==> src/rtl/uart_pkg.sv <==
`default_nettype none
// ============================================================================
// Module      : uart_pkg
// Description : UART clocking constants, default-divisor helpers, tick bundle.
// Revision    : 1.0
// ============================================================================
package uart_pkg;

    localparam int unsigned CLK_HZ     = 100_000_000;
    localparam int unsigned BAUD       = 115_200;
    localparam int unsigned OVERSAMPLE = 16;
    localparam int unsigned OS_IDX_W   = $clog2(OVERSAMPLE);

    typedef struct packed {
        logic                os_tick;
        logic                mid_tick;
        logic                bit_tick;
        logic [OS_IDX_W-1:0] os_idx;
    } tick_bundle_t;

    // Divisor in fixed point with frac_w fractional bits, rounded to nearest.
    function automatic longint unsigned div_fixed(input int unsigned frac_w);
        longint unsigned den;
        den = 64'(BAUD) * 64'(OVERSAMPLE);
        return ((64'(CLK_HZ) << frac_w) + (den >> 1)) / den;
    endfunction

    function automatic int unsigned def_div_int(input int unsigned frac_w);
        return 32'(div_fixed(frac_w) >> frac_w);
    endfunction

    function automatic int unsigned def_div_frac(input int unsigned frac_w);
        return 32'(div_fixed(frac_w) & ((64'd1 << frac_w) - 64'd1));
    endfunction

endpackage
`default_nettype wire

==> src/rtl/uart_frac_div.sv <==
`default_nettype none
// ============================================================================
// Module      : uart_frac_div
// Description : Fractional clock-enable divider (counter + carry accumulator).
// Revision    : 1.0
// ============================================================================
module uart_frac_div #(
    parameter int unsigned DIV_W  = 16,
    parameter int unsigned FRAC_W = 4
) (
    input  logic              i_clk,
    input  logic              i_rst,
    input  logic              i_en,
    input  logic              i_clr,
    input  logic [DIV_W-1:0]  i_div_int,
    input  logic [FRAC_W-1:0] i_div_frac,
    output logic              o_os_tick,
    output logic              o_tick_nxt
);

    localparam logic [DIV_W:0] c_one = {{DIV_W{1'b0}}, 1'b1};

    logic [DIV_W:0]  r_cnt;
    logic [FRAC_W-1:0] r_acc;
    logic            r_os_tick;

    logic [FRAC_W:0] w_sum;
    logic [DIV_W:0]  w_period;
    logic            w_wrap;

    // Carry out of the accumulator stretches this interval by one cycle.
    assign w_sum      = {1'b0, r_acc} + {1'b0, i_div_frac};
    assign w_period   = {1'b0, i_div_int} + {{DIV_W{1'b0}}, w_sum[FRAC_W]};
    assign w_wrap     = (r_cnt == (w_period - c_one));
    assign o_tick_nxt = i_en & ~i_clr & w_wrap;
    assign o_os_tick  = r_os_tick;

    always_ff @(posedge i_clk or posedge i_rst) begin
        if (i_rst) begin
            r_cnt     <= '0;
            r_acc     <= '0;
            r_os_tick <= 1'b0;
        end else if (i_clr) begin
            r_cnt     <= '0;
            r_acc     <= '0;
            r_os_tick <= 1'b0;
        end else if (i_en) begin
            if (w_wrap) begin
                r_cnt     <= '0;
                r_acc     <= w_sum[FRAC_W-1:0];
                r_os_tick <= 1'b1;
            end else begin
                r_cnt     <= r_cnt + c_one;
                r_os_tick <= 1'b0;
            end
        end else begin
            r_os_tick <= 1'b0;
        end
    end

endmodule
`default_nettype wire

==> src/rtl/uart_baud_gen.sv <==
`default_nettype none
// ============================================================================
// Module      : uart_baud_gen
// Description : Programmable fractional baud tick generator (os/mid/bit ticks).
// Revision    : 1.0
// ============================================================================
module uart_baud_gen #(
    parameter int unsigned OVERSAMPLE   = 16,
    parameter int unsigned DIV_W        = 16,
    parameter int unsigned FRAC_W       = 4,
    parameter int unsigned DEF_DIV_INT  = uart_pkg::def_div_int(FRAC_W),
    parameter int unsigned DEF_DIV_FRAC = uart_pkg::def_div_frac(FRAC_W)
) (
    input  logic                          clk,
    input  logic                          rst,
    input  logic                          en,
    input  logic [DIV_W-1:0]              div_int,
    input  logic [FRAC_W-1:0]             div_frac,
    input  logic                          div_load,
    input  logic                          phase_clr,
    output logic                          os_tick,
    output logic                          mid_tick,
    output logic                          bit_tick,
    output logic [$clog2(OVERSAMPLE)-1:0] os_idx,
    output logic                          div_err
);

    import uart_pkg::*;

    localparam int unsigned IDX_W = $clog2(OVERSAMPLE);
    localparam logic [IDX_W-1:0] c_idx_last    = IDX_W'(OVERSAMPLE - 1);
    localparam logic [IDX_W-1:0] c_idx_pre_mid = IDX_W'(OVERSAMPLE / 2 - 1);
    localparam logic [IDX_W-1:0] c_idx_one     = IDX_W'(1);
    localparam logic [DIV_W-1:0] c_div_min     = DIV_W'(2);

    logic [DIV_W-1:0]  r_div_int;
    logic [FRAC_W-1:0] r_div_frac;
    logic              r_div_err;
    logic [IDX_W-1:0]  r_os_idx;
    logic              r_mid_tick;
    logic              r_bit_tick;

    logic w_clr;
    logic w_clamp;
    logic w_tick_nxt;
    logic w_os_tick;

    assign w_clr   = div_load | phase_clr;
    assign w_clamp = (div_int < c_div_min);

    uart_frac_div #(
        .DIV_W  (DIV_W),
        .FRAC_W (FRAC_W)
    ) u_frac_div (
        .i_clk      (clk),
        .i_rst      (rst),
        .i_en       (en),
        .i_clr      (w_clr),
        .i_div_int  (r_div_int),
        .i_div_frac (r_div_frac),
        .o_os_tick  (w_os_tick),
        .o_tick_nxt (w_tick_nxt)
    );

    always_ff @(posedge clk or posedge rst) begin
        if (rst) begin
            r_div_int  <= DIV_W'(DEF_DIV_INT);
            r_div_frac <= FRAC_W'(DEF_DIV_FRAC);
            r_div_err  <= 1'b0;
        end else if (div_load) begin
            r_div_int  <= w_clamp ? c_div_min : div_int;
            r_div_frac <= div_frac;
            r_div_err  <= w_clamp;
        end
    end

    // Index and bit/mid strobes are registered on the same edge as os_tick.
    always_ff @(posedge clk or posedge rst) begin
        if (rst) begin
            r_os_idx   <= '0;
            r_mid_tick <= 1'b0;
            r_bit_tick <= 1'b0;
        end else if (w_clr) begin
            r_os_idx   <= '0;
            r_mid_tick <= 1'b0;
            r_bit_tick <= 1'b0;
        end else begin
            r_mid_tick <= 1'b0;
            r_bit_tick <= 1'b0;
            if (w_tick_nxt) begin
                r_mid_tick <= (r_os_idx == c_idx_pre_mid);
                if (r_os_idx == c_idx_last) begin
                    r_os_idx   <= '0;
                    r_bit_tick <= 1'b1;
                end else begin
                    r_os_idx <= r_os_idx + c_idx_one;
                end
            end
        end
    end

    assign os_tick  = w_os_tick;
    assign mid_tick = r_mid_tick;
    assign bit_tick = r_bit_tick;
    assign os_idx   = r_os_idx;
    assign div_err  = r_div_err;

endmodule
`default_nettype wire
==> config.mk <==
export PLATFORM = sky130hd
export DESIGN_NAME = uart_baud_gen
export DESIGN_NICKNAME = d
export VERILOG_FILES = /design/src/rtl/uart_pkg.sv /design/src/rtl/uart_frac_div.sv /design/src/rtl/uart_baud_gen.sv
export SDC_FILE = /design/constraint.sdc
export NUM_CORES = 1
export LEC_CHECK = 0
export BUFFER_PORTS_ARGS = -buffer_cell sky130_fd_sc_hd__buf_2
export CORE_MARGIN = 3
export CORE_UTILIZATION = 45
export CTS_CLUSTER_SIZE = 10
export DETAILED_ROUTE_END_ITERATION = 6
export HOLD_SLACK_MARGIN = 0.1
export PLACE_DENSITY = 0.76
export SLEW_MARGIN = 30
export SYNTH_ARGS = -nofsm -noshare
export SYNTH_HDL_FRONTEND = slang
export SYNTH_SLANG_ARGS = --single-unit
==> constraint.sdc <==
create_clock -name clk -period 3.4 [get_ports clk]
set_clock_uncertainty 0.1 [all_clocks]
set_input_delay 0.17 -clock clk [delete_from_list [all_inputs] [get_ports clk]]
set_output_delay 0.17 -clock clk [all_outputs]
set_load 0.02 [all_outputs]
# Yosys cells after proc, flatten, opt, wreduce, memory -nomap -nowiden
# Cells that the tools add are included.
[classes]
n_addsub = 5
order_cmp = 1
eq_ne = 3
mux = 18
bitwise_logic = 4
reduce_logical = 4
[op_table]
columns = ["operator", "count"]
rows = [
  ["$mux 17", 3],
  ["$mux 4", 6],
  ["$add 16x1->17", 1],
  ["$add 17x1->17 const B", 1],
  ["$eq 17x17->1", 1],
  ["$sub 17x1->17 const B", 1],
  ["$lt 16x2->1 const B", 1],
  ["$mux 16", 1],
  ["$mux 1", 8],
  ["$reduce_bool 2->1", 3],
  ["$add 4x4->5", 1],
  ["$add 4x1->4 const B", 1],
  ["$eq 4x3->1 const B", 1],
  ["$eq 4x4->1 const B", 1],
  ["$and 1x1->1", 2],
  ["$reduce_and 2->1", 1],
  ["$not 1->1", 1],
  ["$or 1x1->1", 1],
]
[word_totals]
ff_bits = 49
out_inout_bits = 8
wordCells = 44

# Depth between registers and ports, before layout
# Gate-level depths: netlist of the first run.
[depth]
ltp_word = 7
ltp_mapped = 17
ltp_nobuf = 15

# Modules after synthesis
# From an unflattened synthesis of the first run, not the netlist that was laid out.
[unflattened]
hier_cells = 301
hier_area_um2 = 3026.7
[by_module_without_submodules]
columns = ["module", "n_inst", "cells_each", "area_per_inst_um2", "seq_area_each_um2"]
rows = [
  ["uart_frac_div", 1, 221, 1925.6, 550.5],
  ["uart_baud_gen", 1, 80, 1101.1, 681.9],
]

# Least setup slack after synthesis of the first run
# Ideal clock, no wire load.
[synth_path]
path_type = "register -> register"
from = "register r_div_frac[0]"
to = "register r_os_idx[0] (netlist: os_idx[0])"
setup_time_ns = 0.078
arrival_time_ns = 3.350
required_time_ns = 3.222
slack_ns = -0.128
path_stages_with_launch = 17
synth_period_minus_slack_ns = 3.528
path_cell_list = "dfrtp_1 ha_1 inv_1 fa_1 inv_1 a21o_1 a21oi_1 ha_1 ha_1 nor3b_2 a41oi_1 or4b_1 o221ai_1 nand4_1 clkbuf_2 or4b_1 a21oi_1"
[synth_between]
elab_chain_len = 6
[synth_lines]
columns = ["item", "line", "source"]
rows = [
  ["from (decl)", "uart_baud_gen.sv:37", "logic [FRAC_W-1:0] r_div_frac;"],
  ["from (signal assigned)", "uart_baud_gen.sv:68", "r_div_frac <= FRAC_W'(DEF_DIV_FRAC);"],
  ["from (signal assigned)", "uart_baud_gen.sv:72", "r_div_frac <= div_frac;"],
  ["$add 4x4->5", "uart_frac_div.sv:32", "assign w_sum = {1'b0, r_acc} + {1'b0, i_div_frac};"],
  ["$add 16x1->17", "uart_frac_div.sv:33", "assign w_period = {1'b0, i_div_int} + {{DIV_W{1'b0}}, w_sum[FRAC_W]};"],
  ["$sub 17x1->17", "uart_frac_div.sv:34", "assign w_wrap = (r_cnt == (w_period - c_one));"],
  ["$eq 17x17->1", "uart_frac_div.sv:34", ""],
  ["$and 1x1->1", "uart_frac_div.sv:35", "assign o_tick_nxt = i_en & ~i_clr & w_wrap;"],
  ["$reduce_bool 2->1 (no line)", "n/a", ""],
  ["to (signal assigned)", "uart_baud_gen.sv:96", "r_os_idx <= r_os_idx + c_idx_one;"],
  ["to (decl)", "uart_baud_gen.sv:39", "logic [IDX_W-1:0] r_os_idx;"],
]
# Every way passes these cells.
# A chain may end at the register's enable or synchronous reset.

# Final worst setup path of the first run
# Ends and elaborated chain as after synthesis.

==> results of run 1 <==
==> cells in the final DEF (no fill, tap or decap), types with 3 or more instances in the layout <==
cell           Yosys  routed
inv_1             19      16
ha_1               8       5
dfrtp_1           44      44
nand2b_1           4       4
a21oi_1           15      10
buf_4              0      17
o21ai_1            0       4
a21oi_2            0       5
dfstp_2            5       5
nor3_1             8       8
nor4_1             5       5
dlygate4sd3_1      0      22
and3_1             3       3
clkbuf_8           0       6
nor2_1            27      27
or3_4              0       3
nand3_1           10       9
buf_2              2      32
and4_1             3       3
mux2_2            10      10
nand2_1           22      22
o21ai_0           15      11
or3_1              7       4
xnor2_1           14      14
nand4_1            6       6
xor2_1            21      21
nor3b_1            4       3
a22o_1             3       3
==> cell families after synthesis <==
family	count (synthesis)	synth area share
adder cells (fa/ha/maj)	9	0.04237
buffers and inverters	30	0.04104
multiplexers	10	0.03972
XOR/XNOR	35	0.1081
AND/OR/NAND/NOR	113	0.2171
flip-flops	49	0.4347
AO/OA/AOI/OAI	51	0.1169
==> critical path: stages (launching register included) <==
cell and delay (ns):
dfrtp_1 0.39, ha_2 0.21, inv_2 0.06, fa_2 0.20, inv_2 0.03, a21o_1 0.18, a21oi_2 0.12, ha_2 0.22
ha_4 0.13, nor3b_4 0.23, a41oi_2 0.15, or4b_1 0.51, o221ai_2 0.09, nand4_1 0.15, buf_6 0.17, or4b_4 0.48
a21oi_2 0.12
==> synthesized netlist by cell type (all sizes together), types with 4 or more instances <==
| cell type | instances |
|---|---|
| nor3 | 8 |
| xnor2 | 14 |
| nor4 | 6 |
| o21ai | 15 |
| mux2 | 10 |
| nand2b | 4 |
| nor2 | 27 |
| inv | 19 |
| or3 | 7 |
| xor2 | 21 |
| nor3b | 5 |
| a21oi | 15 |
| ha | 8 |
| clkbuf | 9 |
| nand2 | 22 |
| dfrtp | 44 |
| dfstp | 5 |
| nand3 | 10 |
| nand4 | 6 |
==> sequential cells by signal (all words and copies together) (netlist names) <==
signal,count
u_frac_div.r_cnt,17
r_div_int,16
os_idx,4
r_div_frac,4
u_frac_div.r_acc,4
bit_tick,1
div_err,1
mid_tick,1
u_frac_div.o_os_tick,1
==> per-layer routing <==
layer | wire length (um) | GRT usage | vias up
li1 | - | - | 1188
met1 | 3046 | 0.2523 | 1200
met4 | 158 | 0.05612 | 0
met3 | 201 | 0.03107 | 14
met5 | 0 | 0 | -
met2 | 3520 | 0.3319 | 48
==> what timing repair did <==
item,4_1_cts,5_1_grt
gates cloned,1,0
hold buffers,22,0
hold endpoints to repair,66,0
setup endpoints to repair,25,28
resized for setup,12,15
setup buffers,6,1
pin swaps,7,6
==> worst paths after layout <==
kind / start / endpoint / slack [ns]
worst max-delay path: r_div_frac[0] / os_idx[0] / -0.21
worst min-delay path: phase_clr / u_frac_div.r_cnt[1] / 0.12
worst max register to register: r_div_frac[0] / os_idx[0] / -0.21
worst min register to register: div_err / div_err / 0.40
max in group asynchronous: rst / u_frac_div.r_cnt[8] / 2.40
min in group asynchronous: rst / r_div_int[6] / 0.39
==> per-stage QoR <==
stage | cells | setup WS, ns | TNS (ns)
final | 442 | -0.2077 | -2.668
after global routing | 442 | -0.3785 | -7.982
after CTS | 442 | -0.1629 | -1.604
after detailed placement | 405 | -0.2558 | -3.315
after global placement | 405 | -0.1435 | -1.181
after floorplan | 297 | -0.05675 | -0.1170
==> layout make-up <==
class,count,share of cell area
multi-input cells,218,0.4375
flip-flops and latches,49,0.3380
repair buffers,73,0.1455
well taps,75,0.02574
clock buffers,6,0.02265
inverters,19,0.02025
clock inverters,2,0.01030
==> power by group <==
part / internal [W] / total, W / switching, W / leakage [nW]
sequential: 0.000611 / 0.000646 / 0.0000348 / 0.635
combinational: 0.0000937 / 0.000189 / 0.0000952 / 0.874
clock: 0.000239 / 0.000439 / 0.000200 / 0.0574
==> results.cfg, run 1 <==
[power]
total_power_w = 0.001274
vdd.ir_drop.worst_uv = 236.2
power.leakage_nw = 1.566
power_density_mw_per_mm2 = 349.4

[logic_synthesis]
ys.flop_type = dfrtp_1
postSynthCellCount = 297
synth_seq_cells = 49
syn_area_per_cell_um2 = 9.546
synth_area_mm2 = 0.002835
yosys.area.top_type = dfrtp_1
ys_async_sr_fraction = 1.000
syn-num-nets = 331
ys_types = 47
synthTopCellsByArea = dfrtp_1 (39%), xor2_1 (6.5%), dfstp_2 (4.6%)
synth_top_area_frac = 0.3883
synth_warnings = 0
synth_seq_area_share = 0.4347
synth_edf_count = 0

[worst_setup_path]
arrival_ns = 3.75
criticalPathCategory = register to register
critPathLaunchType = register
critical_path_required_ns = 3.54
ff2ff_path_depth = 16
crit_fanout = 8
end_kind = register

[sta]
fin_crit_ns = 3.608
worst_pin_slew_ns = 0.7244
finalCritPeriodShare = 1.061
rsz0062_at_grt = yes
hold-worst-slack_ns = 0.1208
maxSlewViolCount = 0
hold_viol = 0
maxClockFrequency_mhz = 277.2
setup_viol = 25
fin_ws_ns = -0.2077
slew_headroom = 0.5107

[routing]
postRouteAntennaNets = 0
route.detailed.drc = 0
routed_wl_um = 6926
drt-initial-drc-count = 117
drt-pass1-iter-count = 4
vias = 2450
via_per_inst = 5.543
avgRoutedWirePerCell_um = 15.67

[final_layout]
fill_cells = 510
design_area_mm2 = 0.003646
fin_nets = 400
synthToLayoutAreaGrowth_pct = 28.60
fin_util = 0.6051
regArea_mm2 = 0.001232
diodes = 0
multi_input_area_mm2 = 0.001595
drive_gt1_frac = 0.2834

[job]
maxCapViolations = 0

[placement]
gp_congestion = 0.9602
dpl_cell_area_mm2 = 0.003172
io_buffer_count = 32
dpl.hpwl_um = 4442

[grt]
grt_usage = 0.1937
grt_max_degree = 50
antenna_found_initial = 0
grt_pass1_vias = 2568
grt_pass1_wl_um = 11520
gr-total-overflow = 0

[cts]
htree_levels = 2
cts_made_buffers = 5
clkSinkCount = 49
tritoncts = done
clockRootBuffer = clkbuf_8
path_clk_slew_ns = 0.09
clk_latency_ns = 0.31
cts.path.max_buffers = 2

[floorplanning]
die_h_um = 85.38
rows = 28
io_pins = 33
die_width_um = 85.38
dieArea_mm2 = 0.007289
core_area_mm2 = 0.006026
initial_core_util = 0.4705

[run_status]
violations = setup timing
outcome = finished, violations left

[worst_hold_path]
hold_path_depth = 4
hp-class = primary input to register
No activity file was read; power rests on OpenSTA's default activity.
==> run 2: changes to the inputs <==
PLACE_DENSITY = 0.67   (was 0.76)
==> run 2 against run 1 <==
Effect of this change: the flow still finishes with violations (setup timing); die area did not move; clock power decreased by 23%; design area down 1.3%; combinational power hardly changed; routed wire length decreased by 5.5%; power shrank 8.0%; largest power group unchanged.
==> results.cfg, run 2 (synthesis gave the netlist of run 1 again) <==
[run_status]
outcome = finished, violations left
violations = setup timing

[floorplanning]
rows = 28
dieArea_mm2 = 0.007289
initial_core_util = 0.4705
core_area_mm2 = 0.006026
die_h_um = 85.38
die_width_um = 85.38
io_pins = 33

[worst_setup_path]
critical_path_required_ns = 3.52
crit_chain = ha_2, inv_2, fa_2, inv_2, a21o_1, a21oi_2, ha_2, ha_4, nor3b_4, a41oi_2, or4b_1, o221ai_2, nand4_1, buf_6, or4b_1, a21oi_1
crit_fanout = 10
critPathMaxStageDelay_ns = 0.51
criticalPathCategory = register to register
critPathSlowestCell = or4b_1
cp_num_buf_inv = 3
end_kind = register
critPathLaunchType = register
arrival_ns = 3.75
crit_family = simple AND/OR/NAND/NOR gates

[placement]
io_buffer_count = 32
dpl.hpwl_um = 4453
gp_congestion = 0.8981
pre_cts_ws_ns = -0.2781

[final_layout]
final_common_cell = dfrtp_1
drive_gt1_frac = 0.2602
fill_cells = 524
multi_input_area_mm2 = 0.001563
diodes = 0
largest_reg_flops = 17
fin_util = 0.5972
regArea_mm2 = 0.001232
regMostFlops = u_frac_div.r_cnt
reg_top3 = u_frac_div.r_cnt (17), r_div_int (16)
synthToLayoutAreaGrowth_pct = 26.92
fin_nets = 402
final_cell_mix = dfrtp_1 (44), buf_2 (32), nor2_1 (27)

[sta]
fin_crit_ns = 3.628
rsz0062_at_grt = yes
worst_pin_slew_ns = 0.6903
finalCritPeriodShare = 1.067
setup_viol = 25
slew_headroom = 0.5337
maxSlewViolCount = 0
fin_ws_ns = -0.2282
hold_viol = 0
maxClockFrequency_mhz = 275.6

[cts]
clockRootBuffer = clkbuf_8
cts_made_buffers = 5
path_clk_slew_ns = 0.09
clk_latency_ns = 0.30
tritoncts = done
htree_levels = 2
clkSinkCount = 49
cts.path.max_buffers = 2

[grt]
gr-total-overflow = 0
grt_usage = 0.1909
grt_pass1_wl_um = 11340
grt_max_degree = 50
grt_pass1_vias = 2496
antenna_found_initial = 0

[routing]
route.detailed.drc = 0
vias = 2409
routed_wl_um = 6546
drt-pass1-iter-count = 4
postRouteAntennaNets = 0
via_per_inst = 5.426
drt-initial-drc-count = 168
avgRoutedWirePerCell_um = 14.74

[worst_hold_path]
hp-class = primary input to register

[power]
power.leakage_nw = 1.561
vdd.ir_drop.worst_uv = 246.5
power_density_mw_per_mm2 = 325.6

[job]
maxCapViolations = 0
run 2: changes by cell type in the layout (fill, tap and decap cells not counted), moves of 2 or more:
cell and delta:
buf_6 +2, or3_4 -3, clkinv_2 +2, a21oi_1 +4, o21ai_1 -2, a21oi_2 -4, or3_1 +3
run 2: repair_timing:
action / CTS / global route
cloned: 1 / 1
setup buffers: 3 / 4
endpoints found under the hold margin: 66 / 0
pin swaps: 0 / 3
setup endpoints to repair: 27 / 28
gates resized for setup: 9 / 14
hold buffers: 22 / 0
run 2: power by group:
group          internal, W  total [W]  switching, W
clock network     0.000143   0.000336      0.000193
logic            0.0000976   0.000191     0.0000938
registers         0.000611   0.000644     0.0000330
total             0.000852    0.00117      0.000320
run 2: final timing paths:
kind	startpoint	end	slack (ns)	depth (start not counted)
max in group asynchronous	rst	r_div_frac[3]	2.40	3
max reg2reg	r_div_frac[0]	os_idx[0]	-0.23	16
min in group asynchronous	rst	os_idx[1]	0.39	3
min	phase_clr	u_frac_div.r_cnt[0]	0.16	4
min reg2reg	div_err	div_err	0.40	2
max	r_div_frac[0]	os_idx[0]	-0.23	16
run 2: per-stage QoR:
| step | instance area, um2 | setup TNS (ns) | std cells | power [W] | hold slack, ns |
|---|---|---|---|---|---|
| 3_5_place_dp | 3179 | -4.259 | 406 | 0.0008155 | 0.1921 |
| 3_3_place_gp | 3177 | -1.385 | 406 | 0.0008123 | 0.2802 |
| 5_1_grt | 3598 | -7.669 | 444 | 0.001234 | 0.1720 |
| 2_1_floorplan | 2870 | -0.1170 | 297 | 0.0007574 | 0.1640 |
| 6_report | 3598 | -3.221 | 444 | 0.001172 | 0.1579 |
| 4_1_cts | 3538 | -2.683 | 440 | 0.001173 | 0.1309 |
run 2: layer usage:
layer	GRT usage	up-vias	wire length, um
met5	0	-	0
met4	0.04460	0	81
met3	0.03398	9	202
met2	0.3333	45	3285
met1	0.2455	1168	2976
li1	-	1187	-
run 2: worst register-to-register path, stage by stage (launching register included):
cell and delay, ns:
dfrtp_1 0.39, ha_2 0.19, inv_2 0.05, fa_2 0.20, inv_2 0.04, a21o_1 0.18, a21oi_2 0.12, ha_2 0.22
ha_4 0.13, nor3b_4 0.24, a41oi_2 0.15, or4b_1 0.51, o221ai_2 0.08, nand4_1 0.16, buf_6 0.18, or4b_1 0.46
a21oi_1 0.15
run 2: cell type report:
class | instances | share of cell area
clock buffers | 6 | 0.02017
clock inverters | 2 | 0.002782
inverters | 19 | 0.02051
multi-input cells | 218 | 0.4343
flip-flops and latches | 49 | 0.3425
well taps | 75 | 0.02608
repair buffers | 75 | 0.1537
==> run 3: changes to the inputs <==
--- a/config.mk
+++ b/config.mk
@@ -9,8 +9,9 @@
 export CORE_MARGIN = 3
 export CORE_UTILIZATION = 45
+export CTS_BUF_LIST = sky130_fd_sc_hd__clkbuf_16
 export CTS_CLUSTER_SIZE = 10
 export DETAILED_ROUTE_END_ITERATION = 6
 export HOLD_SLACK_MARGIN = 0.1
-export PLACE_DENSITY = 0.67
+export PLACE_DENSITY = 0.78
 export SLEW_MARGIN = 30
 export SYNTH_ARGS = -nofsm -noshare
==> constraint.sdc (replaced) <==
create_clock -name clk -period 3.4 [get_ports clk]
set_clock_uncertainty 0.1 [all_clocks]
set_input_delay 0.34 -clock clk [delete_from_list [all_inputs] [get_ports clk]]
set_output_delay 0.34 -clock clk [all_outputs]
set_load 0.02 [all_outputs]
==> run 3 against run 2 <==
Effect of this change: the flow still finishes with violations (setup timing); routed wire length is 3.2% higher; critical endpoint is now u_frac_div.r_cnt[15]; critical path depth up 2; global-route usage fell by 0.061 points; flip-flop and latch count stayed put; first-iteration DRC count is 32% lower; hold slack got worse by 0.012 ns.
==> results.cfg, run 3 (synthesis gave the netlist of run 1 again) <==
[grt]
globalRouteMet1Util = 0.2265
gr-total-overflow = 0
antenna_found_initial = 0
grt_usage = 0.1903
grt_pass1_wl_um = 11000
use_met3 = 0.03689
grt_pass1_vias = 2406
grt_max_degree = 50
busiest_layer = met2
grt_use_met2 = 0.3340

[floorplanning]
initial_core_util = 0.4705
core_area_mm2 = 0.006026
die_h_um = 85.38
die_width_um = 85.38
dieArea_mm2 = 0.007289
rows = 28
io_pins = 33

[routing]
route.detailed.drc = 0
routed_wl_um = 6758
avgRoutedWirePerCell_um = 15.98
vias = 2374
drt-pass1-iter-count = 4
via_per_inst = 5.612
drt-initial-drc-count = 114
postRouteAntennaNets = 0

[final_layout]
fin_nets = 381
drive_gt1_frac = 0.3563
final_cell_mix = dfrtp_1 (44), buf_2 (32), nand2_1 (22)
largest_reg_flops = 17
regMostFlops = u_frac_div.r_cnt
diodes = 0
reg_top3 = u_frac_div.r_cnt (17), r_div_int (16)
synthToLayoutAreaGrowth_pct = 27.89
final_common_cell = dfrtp_1

[worst_setup_path]
critPathSlowestCell = or4b_1
critPathMaxStageDelay_ns = 0.56
crit_fanout = 7
end_kind = register
critical_path_required_ns = 3.48
critPathLaunchType = register
criticalPathCategory = register to register
crit_chain = ha_2, inv_2, fa_2, inv_2, a21o_1, a21oi_2, ha_2, ha_4, nor3b_4, a41oi_2, or4b_1, o221ai_2, nand4_1, buf_4, buf_6, o21ai_4, buf_6, nor2_2
arrival_ns = 3.81

[sta]
tns_ns = -7.969
hold_viol = 0
setup_viol = 28
rsz0062_at_grt = yes
finalCritPeriodShare = 1.097
maxSlewViolCount = 0
maxClockFrequency_mhz = 268.1
worst_pin_slew_ns = 0.6834
slew_headroom = 0.5384
hold-worst-slack_ns = 0.1462
fin_ws_ns = -0.3296
fin_crit_ns = 3.730

[worst_hold_path]
hp-class = primary input to register

[power]
vdd.ir_drop.worst_uv = 238.5
power_density_mw_per_mm2 = 382.6
power.leakage_nw = 1.515

[placement]
io_buffer_count = 32
dpl.hpwl_um = 4538
gp_congestion = 0.9201

[job]
maxCapViolations = 0

[cts]
htree_levels = 2
cts_made_buffers = 5
path_clk_slew_ns = 0.07
tritoncts = done
clk_latency_ns = 0.29
clockRootBuffer = clkbuf_16
clkSinkCount = 49
cts.path.max_buffers = 2

[run_status]
violations = setup timing
outcome = finished, violations left
-- run 3: changes by cell type in the layout (fill, tap and decap cells not counted), sizes merged --
cell / delta
clkinvlp: +1
clkbuf: -1
clkinv: -1
dlygate4sd3: -21
bufinv: +1
-- run 3: final timing paths --
| check | slack, ns | to | from | cells past startpoint |
|---|---|---|---|---|
| worst min register to register | 0.40 | div_err | div_err | 2 |
| worst min-delay path | 0.15 | r_div_frac[1] | div_frac[1] | 3 |
| max in group asynchronous | 2.20 | u_frac_div.r_cnt[9] | rst | 3 |
| worst max register to register | -0.33 | u_frac_div.r_cnt[15] | r_div_frac[0] | 18 |
| min in group asynchronous | 0.58 | r_div_frac[3] | rst | 3 |
| worst max-delay path | -0.33 | u_frac_div.r_cnt[15] | r_div_frac[0] | 18 |
-- run 3: metrics by stage --
stage	std cells	power, W	worst slack (ns)	area, um2	utilization
after global routing	423	0.001441	-0.5023	3626	0.6017
after CTS	419	0.001381	-0.2339	3421	0.5677
after detailed placement	404	0.0008168	-0.2542	3164	0.5251
after global placement	404	0.0008090	-0.1453	3162	0.5247
final	423	0.001387	-0.3296	3626	0.6017
after floorplan	297	0.0007574	-0.05675	2870	-
-- run 3: timing repair --
item                                    4_1_cts  5_1_grt
cloned                                        1        1
gates resized for setup                      14       49
setup buffers                                 5        4
endpoints found under the hold margin        44        0
endpoints found under the setup margin       28       28
pin swaps                                    13       26
hold buffers                                  1        0
-- run 3: power breakdown --
part,internal [W],switching [W]
clock network,0.000345,0.000220
logic,0.0000814,0.0000950
registers,0.000612,0.0000350
total,0.00104,0.000350
-- run 3: cell type report --
cell class                 instances  area [um2]
inverter                          19       73.82
timing repair buffer              54       355.3
tap                               75       93.84
sequential                        49        1232
fill                             486        2400
multi-input combinational        218        1704
clock inverter                     3       41.29
clock buffer                       5       125.1
-- run 3: routing by layer --
layer,wire (um),share of wire
met1,2956,0.44
met4,140,0.021
met5,0,0
met3,214,0.032
met2,3447,0.51
-- run 3: critical path, delay by kind of cell, from the launching register on --
family / cells / cell delay [ns]
AND/OR/NAND/NOR: 4 / 1.02
AO/OA/AOI/OAI: 5 / 0.74
flip-flops: 1 / 0.39
buffers and inverters: 5 / 0.58
adder cells (fa/ha/maj): 4 / 0.76
